`config.mk`:
```
export PLATFORM = sky130hd
export DESIGN_NAME = seg7_scan_driver
export DESIGN_NICKNAME = d
export VERILOG_FILES = /design/src/rtl/seg7_pkg.sv /design/src/rtl/seg7_hex_decoder.sv /design/src/rtl/seg7_scan_driver.sv
export SDC_FILE = /design/constraint.sdc
export NUM_CORES = 1
export LEC_CHECK = 0
export BUFFER_PORTS_ARGS = -buffer_cell sky130_fd_sc_hd__buf_2
export CAP_MARGIN = 20
export CORE_MARGIN = 3
export CORE_UTILIZATION = 51
export DETAILED_ROUTE_END_ITERATION = 6
export PLACE_DENSITY = 0.78
export SYNTH_ARGS = -nofsm -noshare
export SYNTH_HDL_FRONTEND = slang
export SYNTH_SLANG_ARGS = --single-unit
```
`constraint.sdc`:
```
create_clock -name clk -period 2.1 [get_ports clk]
set_clock_uncertainty 0.2 [all_clocks]
set_input_delay 0.21 -clock clk [delete_from_list [all_inputs] [get_ports clk]]
set_output_delay 0.21 -clock clk [all_outputs]
set_load 0.1 [all_outputs]
```
`src/rtl/seg7_pkg.sv`:
```
// Shared constants for the multiplexed seven-segment driver.
// Segment patterns are active-low, bit order g..a (bit 6 = g, bit 0 = a).
package seg7_pkg;

  localparam logic [6:0] SEG_BLANK = 7'h7F;

  localparam logic [6:0] SEG_TABLE [16] = '{
    7'h40, 7'h79, 7'h24, 7'h30,
    7'h19, 7'h12, 7'h02, 7'h78,
    7'h00, 7'h10, 7'h08, 7'h03,
    7'h46, 7'h21, 7'h06, 7'h0E
  };

endpackage

```
`src/rtl/seg7_hex_decoder.sv`:
```
// Combinational hex nibble to active-low seven-segment pattern.
module seg7_hex_decoder
  import seg7_pkg::*;
(
  input  logic [3:0] hex,
  output logic [6:0] seg
);

  assign seg = SEG_TABLE[hex];

endmodule

```
`src/rtl/seg7_scan_driver.sv`:
```
// Time-multiplexed seven-segment driver: a prescaler paces a digit index, and the
// segment/anode outputs are registered from the index and the captured shadow value.
module seg7_scan_driver
  import seg7_pkg::*;
#(
  parameter int N_DIGITS    = 4,
  parameter int REFRESH_DIV = 100000
) (
  input  logic                  clk,
  input  logic                  rst_n,
  input  logic [4*N_DIGITS-1:0] value,
  input  logic [N_DIGITS-1:0]   dp_in,
  input  logic                  load,
  input  logic                  blank_lz,
  input  logic                  en,
  output logic [6:0]            seg,
  output logic                  dp,
  output logic [N_DIGITS-1:0]   an
);

  localparam int IDX_W = (N_DIGITS > 1) ? $clog2(N_DIGITS) : 1;
  localparam int PRE_W = $clog2(REFRESH_DIV);
  localparam logic [PRE_W-1:0] PRE_LAST = PRE_W'(REFRESH_DIV - 1);
  localparam logic [IDX_W-1:0] IDX_LAST = IDX_W'(N_DIGITS - 1);

  logic [PRE_W-1:0]      presc;
  logic [IDX_W-1:0]      idx;
  logic                  tick;
  logic [4*N_DIGITS-1:0] val_sh;
  logic [N_DIGITS-1:0]   dp_sh;

  logic [N_DIGITS-1:0]   blank_mask;
  logic                  zero_above;
  logic [3:0]            cur_nib;
  logic                  cur_dp;
  logic                  cur_blank;
  logic [N_DIGITS-1:0]   an_next;
  logic [6:0]            dec_seg;

  assign tick = (presc == PRE_LAST);

  // Prescaler and index free-run independent of en and load.
  always_ff @(posedge clk or negedge rst_n) begin
    if (!rst_n) begin
      presc <= '0;
      idx   <= '0;
    end else begin
      presc <= tick ? '0 : presc + 1'b1;
      if (tick) begin
        idx <= (idx == IDX_LAST) ? '0 : idx + 1'b1;
      end
    end
  end

  always_ff @(posedge clk or negedge rst_n) begin
    if (!rst_n) begin
      val_sh <= '0;
      dp_sh  <= '0;
    end else if (load) begin
      val_sh <= value;
      dp_sh  <= dp_in;
    end
  end

  // A digit is a leading zero when it and every higher nibble are zero.
  always_comb begin
    zero_above = 1'b1;
    blank_mask = '0;
    for (int i = N_DIGITS - 1; i >= 0; i--) begin
      zero_above    = zero_above & (val_sh[4*i +: 4] == 4'h0);
      blank_mask[i] = blank_lz & zero_above & (i != 0);
    end
  end

  always_comb begin
    cur_nib   = '0;
    cur_dp    = 1'b0;
    cur_blank = 1'b0;
    an_next   = '1;
    for (int i = 0; i < N_DIGITS; i++) begin
      if (idx == IDX_W'(i)) begin
        cur_nib    = val_sh[4*i +: 4];
        cur_dp     = dp_sh[i];
        cur_blank  = blank_mask[i];
        an_next[i] = 1'b0;
      end
    end
  end

  seg7_hex_decoder u_dec (
    .hex (cur_nib),
    .seg (dec_seg)
  );

  always_ff @(posedge clk or negedge rst_n) begin
    if (!rst_n) begin
      seg <= SEG_BLANK;
      dp  <= 1'b1;
      an  <= '1;
    end else if (!en) begin
      seg <= SEG_BLANK;
      dp  <= 1'b1;
      an  <= '1;
    end else begin
      seg <= cur_blank ? SEG_BLANK : dec_seg;
      dp  <= ~cur_dp;
      an  <= an_next;
    end
  end

endmodule

```
==> results_dict.tcl, run 1 <==
set metrics [dict create \
    final.period_utilization_pct 110 \
    routedWlPerCell_um 17.3 \
    syn_to_final_growth_pct 38.6 \
    critPathArrivalTime_ns 2.32 \
    tns_ns -1.16 \
    timing.fmax_mhz 435 \
    synth_warnings 0 \
    required_ns 2.12 \
    die_x_um 76.2 \
    p_leak_nw 1.48 \
    core-area_um2 4560 \
    stdcell_area_um2 3480 \
    status "complete, but fails checks" \
    synthAdderAreaFrac_pct 5.48 \
    synth_area_leaders "dfrtp_1 39%, dfstp_2 13%, mux2_2 8.1%" \
    drt-pass1-iter-count 4 \
    violations "setup timing" \
    antenna_left 0 \
    ys.flop_type "dfrtp_1" \
    insertion_delay_ns 0.30 \
    grt_max_degree 28 \
    max-vdd-ir-drop_uv 556 \
    viasPerCell 5.50 \
    seq_area_frac_synth_pct 51.4 \
    power_density_nw_per_um2 681 \
    num_vias 2020 \
    synthDistinctLibCells 45 \
    clk_pin_slew_ns 0.09 \
    dpl_cell_area_um2 2900 \
    syn_area_um2 2510 \
    drc 0 \
    synth-simple-area-share_pct 15.8 \
    setup_violations 7 \
    cts.sinks 51 \
    syn_area_per_cell_um2 11.6 \
    crit_type "flip-flop to flip-flop" \
    io_pins 37 \
    synth_top_cell_by_area "dfrtp_1" \
    synth_fp_nets 252 \
    cp_max_fo 7 \
    routed_wl_um 6340 \
    antenna_found_initial 0 \
    synth_compound_area_share_pct 10.4 \
    synth.area.mux_share_pct 8.86 \
    final_net_count 337 \
    syn_inst 216 \
    placedCellCount 327 \
    highest_layer "met4" \
    start_util_pct 55.0 \
    final_cell_count_no_fill 367 \
    cp-start-kind "flip-flop" \
    wl_met1_um 2670 \
    layout_setup_ws_ns -0.201 \
    worstRegToRegCells 10 \
    r2r-end "seg[0]$_DFF_PN1_" \
    synth_top_family_by_area "simple AND/OR/NAND/NOR gates" \
    synth_top_area_share_pct 38.8 \
    async_flop_share_pct 100 \
    synth-seq-cells 51 \
    worst_hold_slack_ns 0.246 \
    dpl.hpwl_um 3480 \
    dieArea_um2 5800 \
    hold_violations 0 \
    die_y_um 76.2 \
    slew_viol_final 0 \
    gp_congestion 0.832 \
    cts.htree.levels 2 \
    grt_overflow 0 \
    cts_buffers 5 \
    synth-xor-area-share_pct 4.53 \
    grt_pass1_vias 2009 \
    met2WireLength_um 3260 \
    n_fill_cell 279 \
    slew_headroom_pct 59.8 \
    cts_tree "yes" \
    r2r_slack_ns -0.20 \
    antenna_cells 0 \
    std_cell_rows 24 \
    rsz0062_at_grt "yes" \
    cts_max_path_buffers 2 \
    first_iter_violations 102 \
    wl_met3_um 221 \
    track_usage_pct 20.6 \
    crit_path_end_kind "flip-flop" \
    max_slew.worst_pin.slew_ns 0.603 \
    drive_gt1_share_pct 45.4 \
    worstReg2RegStart "idx[0]$_DFFE_PN0N_" \
    synth_edf_count 0 \
    io_buffer_count 36 \
    grt_pass1_wl_um 9560 \
    total_power_mw 2.37 \
    hold_path.class "input port to asynchronous set/reset pin" \
    maxCapViolations 0 \
    min_period_ns 2.30 \
    cts_root_buffer "clkbuf_8" \
]
-- cells in the final DEF, fill, tap and decap left out, types with 2 or more instances in the layout --
master	n
o21ai_0	6
a21oi_1	7
nor2b_1	5
o221ai_1	3
buf_4	22
buf_2	36
ha_4	6
ha_2	3
and4_1	3
a211oi_2	2
a311oi_4	2
nor2_1	9
xor2_1	5
bufinv_16	2
nand3b_1	2
and3_1	2
o221ai_2	2
nand2b_1	2
buf_6	5
nor2_4	2
nand2_1	22
nand4_1	3
nand3_1	7
o21ai_1	3
dfstp_2	12
inv_1	3
dlygate4sd3_1	22
dfrtp_1	38
inv_2	4
nor3_1	2
mux2_2	18
clkbuf_8	5
xnor2_1	8
ha_1	2
nor3b_2	3
nor4_1	3
-- routing by layer --
metal	GRT usage [%]	vias to the layer above
li1	-	933
met1	26.3	1011
met2	34.3	61
met3	3.31	15
met4	9.60	0
met5	0	-
-- where the power goes --
group	total [mW]	internal, mW	switching, mW
combinational	0.492	0.186	0.306
clock	0.793	0.476	0.316
sequential	1.09	1.05	0.0357
total	2.37	1.71	0.658
-- how the worst max path moves through the flow --
stage                        from  depth (start not counted)  slack, ns          endpoint
2_1_floorplan  idx[0]$_DFFE_PN0N_                          9      -0.05  seg[3]$_DFF_PN1_
3_3_place_gp   idx[1]$_DFFE_PN0N_                          9      -0.04  seg[3]$_DFF_PN1_
3_5_place_dp   idx[0]$_DFFE_PN0N_                         11      -0.09  seg[6]$_DFF_PN1_
4_1_cts        idx[0]$_DFFE_PN0N_                          8      -0.08  seg[3]$_DFF_PN1_
5_1_grt        idx[1]$_DFFE_PN0N_                          9      -0.29  seg[5]$_DFF_PN1_
6_report       idx[0]$_DFFE_PN0N_                         10      -0.20  seg[0]$_DFF_PN1_
-- per-stage QoR --
step                      setup slack (ns)  util, %
final                               -0.201     76.3
after global routing                -0.290     76.3
after global placement             -0.0363     63.5
after detailed placement           -0.0907     63.5
after CTS                          -0.0750     73.1
after floorplan                    -0.0543        -
-- state kept, by name (all words and copies together) (netlist names) --
register  flops
presc        17
an            4
seg           7
dp            1
idx           2
dp_sh         4
val_sh       16
-- final cells by class --
| type | instances | area (um2) | share of cell area (%) |
|---|---|---|---|
| inverter | 8 | 32.5 | 0.934 |
| sequential | 51 | 1290 | 37.1 |
| tap | 65 | 81.3 | 2.33 |
| multi-input combinational | 149 | 1300 | 37.4 |
| clock inverter | 2 | 60.1 | 1.72 |
| timing repair buffer | 86 | 642 | 18.4 |
| clock buffer | 6 | 72.6 | 2.08 |
-- cells by family (layout without fill, tap and decap cells) --
family | Yosys count | in the layout
buffers and inverters | 16 | 102
and+or+nand+nor | 72 | 72
xor gates and xnor gates | 13 | 13
adders and majority gates | 11 | 11
AOI/OAI and AO/OA | 33 | 33
muxes | 20 | 20
DFF | 51 | 51
-- worst max-delay path: stages (launching register included) --
cell      delay (ns)
dfrtp_2         0.47
buf_6           0.14
ha_4            0.20
buf_6           0.15
nor2_4          0.16
buf_4           0.15
a311oi_4        0.10
buf_6           0.16
nand2b_2        0.20
a21oi_1         0.18
o21ai_1         0.10
-- Yosys cell counts (all sizes together) (3+ instances only) --
cell and number:
xnor2 8, nand2 22, nand4 3, ha 11, inv 8, nor4 3
nor3b 3, dfrtp 39, nand3 7, o221ai 5, a21oi 8, nand3b 3
and4 3, mux2 18, nor2b 6, nor2 11, buf 8, nand2b 4
xor2 5, dfstp 12, o21ai 10
-- repair_timing --
item | CTS | global route
hold endpoints to repair | 38 | 0
hold buffers | 22 | 0
cloned | 0 | 1
gates resized for setup | 13 | 22
pin swaps | 4 | 13
setup buffers | 4 | 6
endpoints found under the setup margin | 7 | 7
(Power assumes the default switching activity.)
==> run 2, diff against run 1 <==
Clock period 2.1 ns to 1.9 ns, I/O delays scaled along.
==> run 2 against run 1 <==
Net effect: the flow still finishes with violations (setup timing); count of clock-buffer cells in the layout grew 1; clock power is 24% lower; sequential share of layout area about the same; die area did not move; final area hardly changed; sequential cell count stayed put; critical path type unchanged.
==> results_dict.tcl, run 2 (synthesis results as in run 1) <==
set metrics [dict create \
    io_buffer_count 36 \
    die_y_um 76.2 \
    drive_gt1_share_pct 47.1 \
    first_iter_violations 95 \
    dieArea_um2 5800 \
    final_cell_mix "38 x dfrtp_1, 37 x buf_2, 29 x buf_4" \
    start_util_pct 55.0 \
    slew_headroom_pct 67.7 \
    slew_viol_final 0 \
    grt_overflow 0 \
    syn_to_final_growth_pct 38.7 \
    cts.sinks 51 \
    drc 0 \
    slowest_stage "dfrtp_2" \
    final_cell_count_no_fill 373 \
    crit_path_end_kind "flip-flop" \
    grt_util_met1_pct 25.4 \
    cts_max_path_buffers 2 \
    timing.fmax_mhz 442 \
    drt-pass1-iter-count 4 \
    track_usage_pct 20.6 \
    antenna_left 0 \
    r2r_slack_ns -0.36 \
    grt_most_used_layer "met2" \
    core-area_um2 4560 \
    grt_pass1_wl_um 9590 \
    final.period_utilization_pct 119 \
    viasPerCell 5.37 \
    cp-start-kind "flip-flop" \
    grt_max_degree 23 \
    cp_max_fo 5 \
    path_cells "ha_4, nand3b_1, a221oi_4, inv_2, ha_4, nor2_1, a211oi_1, o21ai_1" \
    routedWlPerCell_um 15.4 \
    maxCapViolations 0 \
    grt_use_met3_pct 4.37 \
    critPathArrivalTime_ns 2.29 \
    max_slew.worst_pin.slew_ns 0.488 \
    required_ns 1.93 \
    gp_congestion 0.930 \
    max-vdd-ir-drop_uv 457 \
    setup_violations 7 \
    layout_commonest_cell "dfrtp_1" \
    rsz0062_at_grt "yes" \
    clk_pin_slew_ns 0.08 \
    regMostFlops "presc" \
    io_pins 37 \
    cts_root_buffer "clkbuf_8" \
    largest_reg_flops 17 \
    hold_violations 0 \
    routed_wl_um 5740 \
    num_vias 2004 \
    cts_tree "yes" \
    min_period_ns 2.26 \
    crit_type "flip-flop to flip-flop" \
    placedCellCount 331 \
    critPathMaxStageDelay_ns 0.48 \
    die_x_um 76.2 \
    final_net_count 343 \
    cpMostUsedCell "ha_4" \
    reg.largest.list "presc x17, val_sh x16, seg x7" \
    grt_util_met2_pct 35.5 \
    grt_pass1_vias 2074 \
    status "complete, but fails checks" \
    violations "setup timing" \
    p_leak_nw 1.49 \
    antenna_found_initial 0 \
    cts_buffers 5 \
    antenna_cells 0 \
    insertion_delay_ns 0.31 \
    std_cell_rows 24 \
    dpl.hpwl_um 3710 \
    fin_util_pct 76.4 \
    layout_setup_ws_ns -0.361 \
    hold_path.class "input port to asynchronous set/reset pin" \
    cts.htree.levels 2 \
    power_density_nw_per_um2 671 \
]
[run 2: changes by cell type in the layout (fill, tap and decap cells not counted), moves of 2 or more]
cell,previous run,this run
buf_6,5,3
nor3b_2,3,1
a21oi_2,1,3
bufinv_16,2,0
buf_4,22,29
a21oi_1,7,5
[run 2: cell type report]
cell class              instances  area [um2]
repair buffers                 92         677
multi-input cells             149        1320
clock inverters                 1        5.00
well taps                      65        81.3
flip-flops and latches         51        1290
inverters                       8        32.5
clock buffers                   7        76.3
fillers                       281        1080
[run 2: where the power goes]
part	switching [mW]	internal (mW)
clock	0.342	0.259
combinational	0.328	0.205
sequential	0.0410	1.16
[run 2: path summary, 6_finish.rpt]
kind	from	endpoint	depth (start not counted)
max in group asynchronous	rst_n	dp$_DFF_PN1_	3
max	idx[0]$_DFFE_PN0N_	seg[3]$_DFF_PN1_	8
max reg2reg	idx[0]$_DFFE_PN0N_	seg[3]$_DFF_PN1_	8
min in group clk	load	val_sh[9]$_DFFE_PN0P_	3
min reg2reg	presc[4]$_DFF_PN0_	presc[4]$_DFF_PN0_	1
min	rst_n	val_sh[8]$_DFFE_PN0P_	2
[run 2: worst max-delay path: cells and delay by family (launching register included)]
| kind | cells | cell delay [ns] |
|---|---|---|
| fa+ha+maj | 2 | 0.48 |
| compound gates | 3 | 0.66 |
| simple gates | 2 | 0.24 |
| buf+inv | 1 | 0.11 |
| flops | 1 | 0.48 |
[run 2: metrics by stage]
stage | power [mW] | TNS, ns | setup WS, ns | instance area, um2 | hold slack (ns)
2_1_floorplan | 1.54 | -1.15 | -0.254 | 2550 | -0.306
3_3_place_gp | 1.64 | -1.58 | -0.256 | 2930 | -0.0819
3_5_place_dp | 1.65 | -2.06 | -0.316 | 2930 | -0.0785
4_1_cts | 2.31 | -1.69 | -0.282 | 3410 | 0.132
5_1_grt | 2.42 | -2.84 | -0.447 | 3490 | 0.147
6_report | 2.34 | -2.13 | -0.361 | 3490 | 0.121
[run 2: what timing repair did]
item,4_1_cts,5_1_grt
hold buffers,22,0
gates resized for setup,30,9
hold endpoints to repair,73,0
endpoints found under the setup margin,7,17
cloned,1,0
setup buffers,6,5
pin swaps,12,5
[run 2: per-layer routing]
metal	wire length (um)	share of wire [%]
met5	0	0
met4	108	1.9
met3	217	3.8
met2	2850	50
met1	2560	45
